## config.mk

```make
export PLATFORM = sky130hd
export DESIGN_NAME = systolic_skew_feeder
export DESIGN_NICKNAME = d
export VERILOG_FILES = /design/src/rtl/systolic_skew_feeder.sv
export SDC_FILE = /design/constraint.sdc
export NUM_CORES = 1
export LEC_CHECK = 0
export CORE_MARGIN = 2
export CORE_UTILIZATION = 51
export CTS_CLUSTER_DIAMETER = 60
export DETAILED_ROUTE_END_ITERATION = 12
export PLACE_DENSITY_LB_ADDON = 0.1
export SYNTH_ARGS = -nofsm -noshare
export SYNTH_HDL_FRONTEND = slang
export SYNTH_SLANG_ARGS = --single-unit
```

## constraint.sdc

```tcl
create_clock -name clk -period 15.26 [get_ports clk]
set_input_delay 1.526 -clock clk [delete_from_list [all_inputs] [get_ports clk]]
set_output_delay 1.526 -clock clk [all_outputs]
set_load 0.01 [all_outputs]
```

## src/rtl/systolic_skew_feeder.sv

```systemverilog
// Operand feeder/sequencer for an N x N systolic_pe array: skews left operands per row, drives PE enable/clear.
// Optional SKEW_FEEDER_STALL_CNT_EN compiles a saturating counter of stalled STREAM cycles onto stall_cnt.
module systolic_skew_feeder #(
  parameter int N  = 4,
  parameter int DW = 16
) (
  input  logic            clk,
  input  logic            rst,
  input  logic            start,
  input  logic [15:0]     k_len,
  input  logic            in_valid,
  output logic            in_ready,
  input  logic [N*DW-1:0] in_kiri_vec,
  input  logic [N*DW-1:0] in_atas_vec,
  output logic [N*DW-1:0] kiri_out,
  output logic [N*DW-1:0] atas_out,
  output logic            sys_pe_en,
  output logic            pe_rst_n,
  output logic            busy,
  output logic            done,
  output logic [31:0]     stall_cnt
);

  typedef enum logic [2:0] {IDLE, CLEAR, STREAM, FLUSH, DONE} state_t;

  localparam logic [15:0] FLUSH_LAST = 16'(N - 2);

  state_t          state, state_nxt;
  logic [15:0]     k_lat;
  logic [15:0]     cnt;
  logic            start_acc;
  logic            accept;
  logic            flush_step;
  logic            step;
  logic [N*DW-1:0] inj_kiri;
  logic [N*DW-1:0] inj_atas;

  always_comb begin
    state_nxt  = state;
    start_acc  = 1'b0;
    accept     = 1'b0;
    flush_step = 1'b0;
    case (state)
      IDLE: if (start) begin
        start_acc = 1'b1;
        state_nxt = CLEAR;
      end
      CLEAR: state_nxt = (k_lat == 16'd0) ? DONE : STREAM;
      STREAM: if (in_valid && in_ready) begin
        accept = 1'b1;
        if (cnt == k_lat - 16'd1) state_nxt = (N == 1) ? DONE : FLUSH;
      end
      FLUSH: begin
        flush_step = 1'b1;
        if (cnt == FLUSH_LAST) state_nxt = DONE;
      end
      DONE:    state_nxt = IDLE;
      default: state_nxt = IDLE;
    endcase
    step     = accept | flush_step;
    // flush steps inject zeros on every lane so padding adds nothing to PE sums
    inj_kiri = accept ? in_kiri_vec : '0;
    inj_atas = accept ? in_atas_vec : '0;
  end

  // Stage boundary: control registers; done/busy trail DONE by one cycle so done lands after the last enabled cycle
  always_ff @(posedge clk) begin
    if (!rst) begin
      state     <= IDLE;
      k_lat     <= '0;
      cnt       <= '0;
      in_ready  <= 1'b0;
      sys_pe_en <= 1'b0;
      pe_rst_n  <= 1'b0;
      busy      <= 1'b0;
      done      <= 1'b0;
    end else begin
      state     <= state_nxt;
      if (start_acc) k_lat <= k_len;
      if (state_nxt != state) cnt <= '0;
      else if (step)          cnt <= cnt + 16'd1;
      in_ready  <= (state_nxt == STREAM);
      sys_pe_en <= step;
      pe_rst_n  <= (state_nxt != CLEAR);
      busy      <= (state_nxt != IDLE) || (state == DONE);
      done      <= (state == DONE);
    end
  end

  // Stage boundary: top operands are undelayed; the array adds its own per-row delay
  always_ff @(posedge clk) begin
    if (!rst || state == CLEAR) atas_out <= '0;
    else if (step)              atas_out <= inj_atas;
  end

  // Stage boundary: lane i runs through i+1 registers so it lags lane 0 by i steps
  for (genvar i = 0; i < N; i++) begin : g_lane
    logic signed [DW-1:0] sr [0:i];

    always_ff @(posedge clk) begin
      if (!rst || state == CLEAR) begin
        for (int k = 0; k <= i; k++) sr[k] <= '0;
      end else if (step) begin
        sr[0] <= inj_kiri[i*DW +: DW];
        for (int k = 1; k <= i; k++) sr[k] <= sr[k-1];
      end
    end

    assign kiri_out[i*DW +: DW] = sr[i];
  end

`ifdef SKEW_FEEDER_STALL_CNT_EN
  always_ff @(posedge clk) begin
    if (!rst || start_acc) stall_cnt <= '0;
    else if (state == STREAM && in_ready && !in_valid && stall_cnt != 32'hFFFF_FFFF)
      stall_cnt <= stall_cnt + 32'd1;
  end
`else
  assign stall_cnt = '0;
`endif

endmodule

```

==> results.txt <==
The clock tree root buffer cell is sky130_fd_sc_hd__clkbuf_16. The via count of the first global-routing pass was 6445. The wire length of the first global-routing pass is 33500 um. Excluding fillers, the count of instances in the completed layout stands at 1359. The synthesized area per cell came out at 12.5 um^2. In this run the worst hold path is classified as register to register. The cell count after synthesis came out at 850. The kind of start point of the critical path is an input port. The count of distinct cell types in the synthesized netlist came out at 51. The initial core utilization came out at 52.2%.

The power density over the cells is 119 mW/mm^2. The total global-route track usage came out at 18.9%. The share of synthesized flip-flops with an asynchronous set or reset is 0%.

The width of the chip came out at 148 um. In the routed design, unresolved DRC markers number 0. Relative to the synthesized area, the layout overhead comes to 33.6%. The type of the worst setup path is input port to register. The worst-case IR drop observed on VDD is 0.0854 mV. The number of enable flip-flop cells after synthesis came out at 160.

In the layout the commonest cells are sky130_fd_sc_hd__clkdlybuf4s50_1, sky130_fd_sc_hd__and3_1, sky130_fd_sc_hd__edfxtp_1. The maximum number of pins on one net before global-route repair came out at 141. The total grt overflow came out at 0. Max-cap violations in this run came to 0. The setup violation total in the final timing report came out at 0. The maximum single-stage delay on the critical path is 0.78 ns. The longest clock path from root to sink contains 3 buffers. The required time reported for the critical path endpoint is 15.42 ns. The largest fanout of any net on the critical path came out at 106.

The clock net in this run drives a total of 264 sinks. The summed instance area of the synthesized netlist came out at 0.0106 mm^2. At the placement stage, the worst setup path has a slack of 9.97 ns.

Post-CTS timing repair inserted 0 buffers for setup. Clock latency on the worst-skew pair, taken at its later pin, is 0.53 ns. Setup repair after global routing left no endpoint under its margin.

Summed over all failing endpoints, the final setup total negative slack is 0 ns. The average detailed-routed wire length per instance is 16.0 um. The maximum level of the CTS H-tree came out at 1. Before antenna repair, the detailed router went through 4 iterations. The data arrival time at the worst-slack endpoint came out at 4.88 ns. The library cell used most frequently in the layout, excluding fill and tap cells, is sky130_fd_sc_hd__clkdlybuf4s50_1. The max-slew violation count came out at 0. The share of final-layout standard cells stronger than drive strength 1 is 6.98%. The synthesized flop and latch total is 264. The core region is 0.0204 mm^2. The post-route antenna net violation count came out at 0. The cts-stage hold buffer count came out at 0. After legalization and detailed placement, the total HPWL measured 14100 um. The die boundary height is 148 um. The total die area came out at 0.0220 mm^2. The fmax came out at 212 MHz.

TritonCTS built the clock tree. Yosys printed 0 warnings. The port buffer count came out at 280.

The run finished with clean final reports. The floorplan has 52 rows. In this run, CTS created clock tree buffers numbering 28. The post-cts resize count is 0. The routed design has 21700 um of wire. The share of the Yosys chip area taken by registers is 64.8%. The I/O pin count is 313. The final weighted congestion of routability-driven global placement came out at 0.803. At the pin with the least slew margin, the transition time is 1.15 ns. The critical path goes through clkdlybuf4s50_1 > nand2_1 > a21oi_4 > buf_4 > nor2_4 > buf_4 > inv_6 > buf_4.

The post-CTS clock slew at the launch and capture registers of the worst setup and hold paths is 0.06 ns. The post-route minimum period came out at 4.72 ns. In the final design database the tool counted 1219 nets. The leakage power is 0.00584 uW. The final route contains 6895 vias. The number of antenna violations at the first check in global routing came out at 0. The first routing iteration left 451 violations. The headroom to the max-slew limit came out at 23.1%. Clock skew on the completed layout was measured at 0.0116 ns. The slowest stage of the critical path belongs to the cell sky130_fd_sc_hd__buf_4. Of the available clock period, the critical path in the final layout requires 31.0%. The predominant post-synthesis flop cell is sky130_fd_sc_hd__edfxtp_1.

The count of placed standard cells including taps came out at 1308. The final worst setup slack is 10.54 ns. The kind of end point of the critical path is a register.

The per-cell via count in the routed design came out at 5.07. The hold violation count in the final report came out at 0. The number of diodes came out at 0. In this design, the critical path's most frequently occurring cell is sky130_fd_sc_hd__buf_4.
critical path: cells and delay by family:
family,cells,cell delay (ns)
and+or+nand+nor,2,0.18
buffers and inverters,5,2.93
AOI/OAI and AO/OA,1,0.16
where the power goes:
group          internal [uW]  switching (uW)  total, uW
clock network            448             265        712
logic                   81.0            84.3        165
registers                801            15.0        816
total                   1330             364       1690
through the flow:
stage	instance area [um^2]	util [%]	hold slack, ns	total power [uW]
floorplan	10700	-	0.468	929
global placement	13200	64.9	0.460	995
detailed placement	13200	64.9	0.463	998
CTS	14200	69.7	0.481	1710
global route	14200	69.7	0.495	1760
finish	14200	69.7	0.474	1690
cell families (layout without fill, tap and decap cells):
logic type,after synthesis,after routing,share of synthesized area [%]
compound gates,108,108,8.43
xor+xnor,33,33,2.72
fa+ha+maj,3,3,0.353
buf+inv,135,343,7.19
flops,264,264,64.8
other cells,1,32,0.0353
simple gates,306,306,16.5
area by class of cell:
type / count / area, um^2
fillers: 1507 / 6160
clock inverters: 17 / 246
multi-input cells: 482 / 3120
clock buffers: 34 / 743
flip-flops and latches: 264 / 6890
inverters: 7 / 31.3
well taps: 270 / 338
repair buffers: 285 / 2840
cell usage after synthesis, types with 7 or more instances:
master | n | area (um^2)
sky130_fd_sc_hd__xor2_1 | 19 | 166
sky130_fd_sc_hd__and3_1 | 166 | 1040
sky130_fd_sc_hd__nand2_1 | 50 | 188
sky130_fd_sc_hd__clkbuf_1 | 56 | 210
sky130_fd_sc_hd__a22o_1 | 64 | 561
sky130_fd_sc_hd__a21boi_0 | 18 | 135
sky130_fd_sc_hd__xnor2_1 | 14 | 123
sky130_fd_sc_hd__nand3_1 | 10 | 50.1
sky130_fd_sc_hd__nor2_1 | 22 | 82.6
sky130_fd_sc_hd__nand4_1 | 8 | 50.1
sky130_fd_sc_hd__buf_4 | 64 | 480
sky130_fd_sc_hd__nor2_2 | 10 | 62.6
sky130_fd_sc_hd__edfxtp_1 | 160 | 4800
sky130_fd_sc_hd__nor3_1 | 10 | 50.1
sky130_fd_sc_hd__inv_1 | 7 | 26.3
sky130_fd_sc_hd__dfxtp_1 | 104 | 2080
per-layer routing:
metal	track usage (%)	wire [um]	up-vias	share of wire, %
met1	23.0	8780	3220	40
li1	-	-	3435	-
met2	33.1	10900	212	50
met3	5.74	1670	28	7.7
met4	4.33	318	0	1.5
met5	0	0	-	0
flip-flops by register name (all words and copies together), names as in the netlist:
register / flops
g_lane.sr: 160
atas_out: 64
cnt: 16
k_lat: 16
state: 3
busy: 1
done: 1
in_ready: 1
pe_rst_n: 1
sys_pe_en: 1
final timing paths:
check / cells past startpoint / start / to / slack (ns)
worst min-delay path: 1 / atas_out[5] / atas_out[5] / 0.47
worst min register to register: 1 / atas_out[5] / atas_out[5] / 0.47
worst max register to register: 7 / state[0] / g_lane[3].sr[2][3] / 11.51
worst max-delay path: 8 / in_valid / g_lane[3].sr[2][3] / 10.54
No activity file was read; power rests on OpenSTA's default activity.
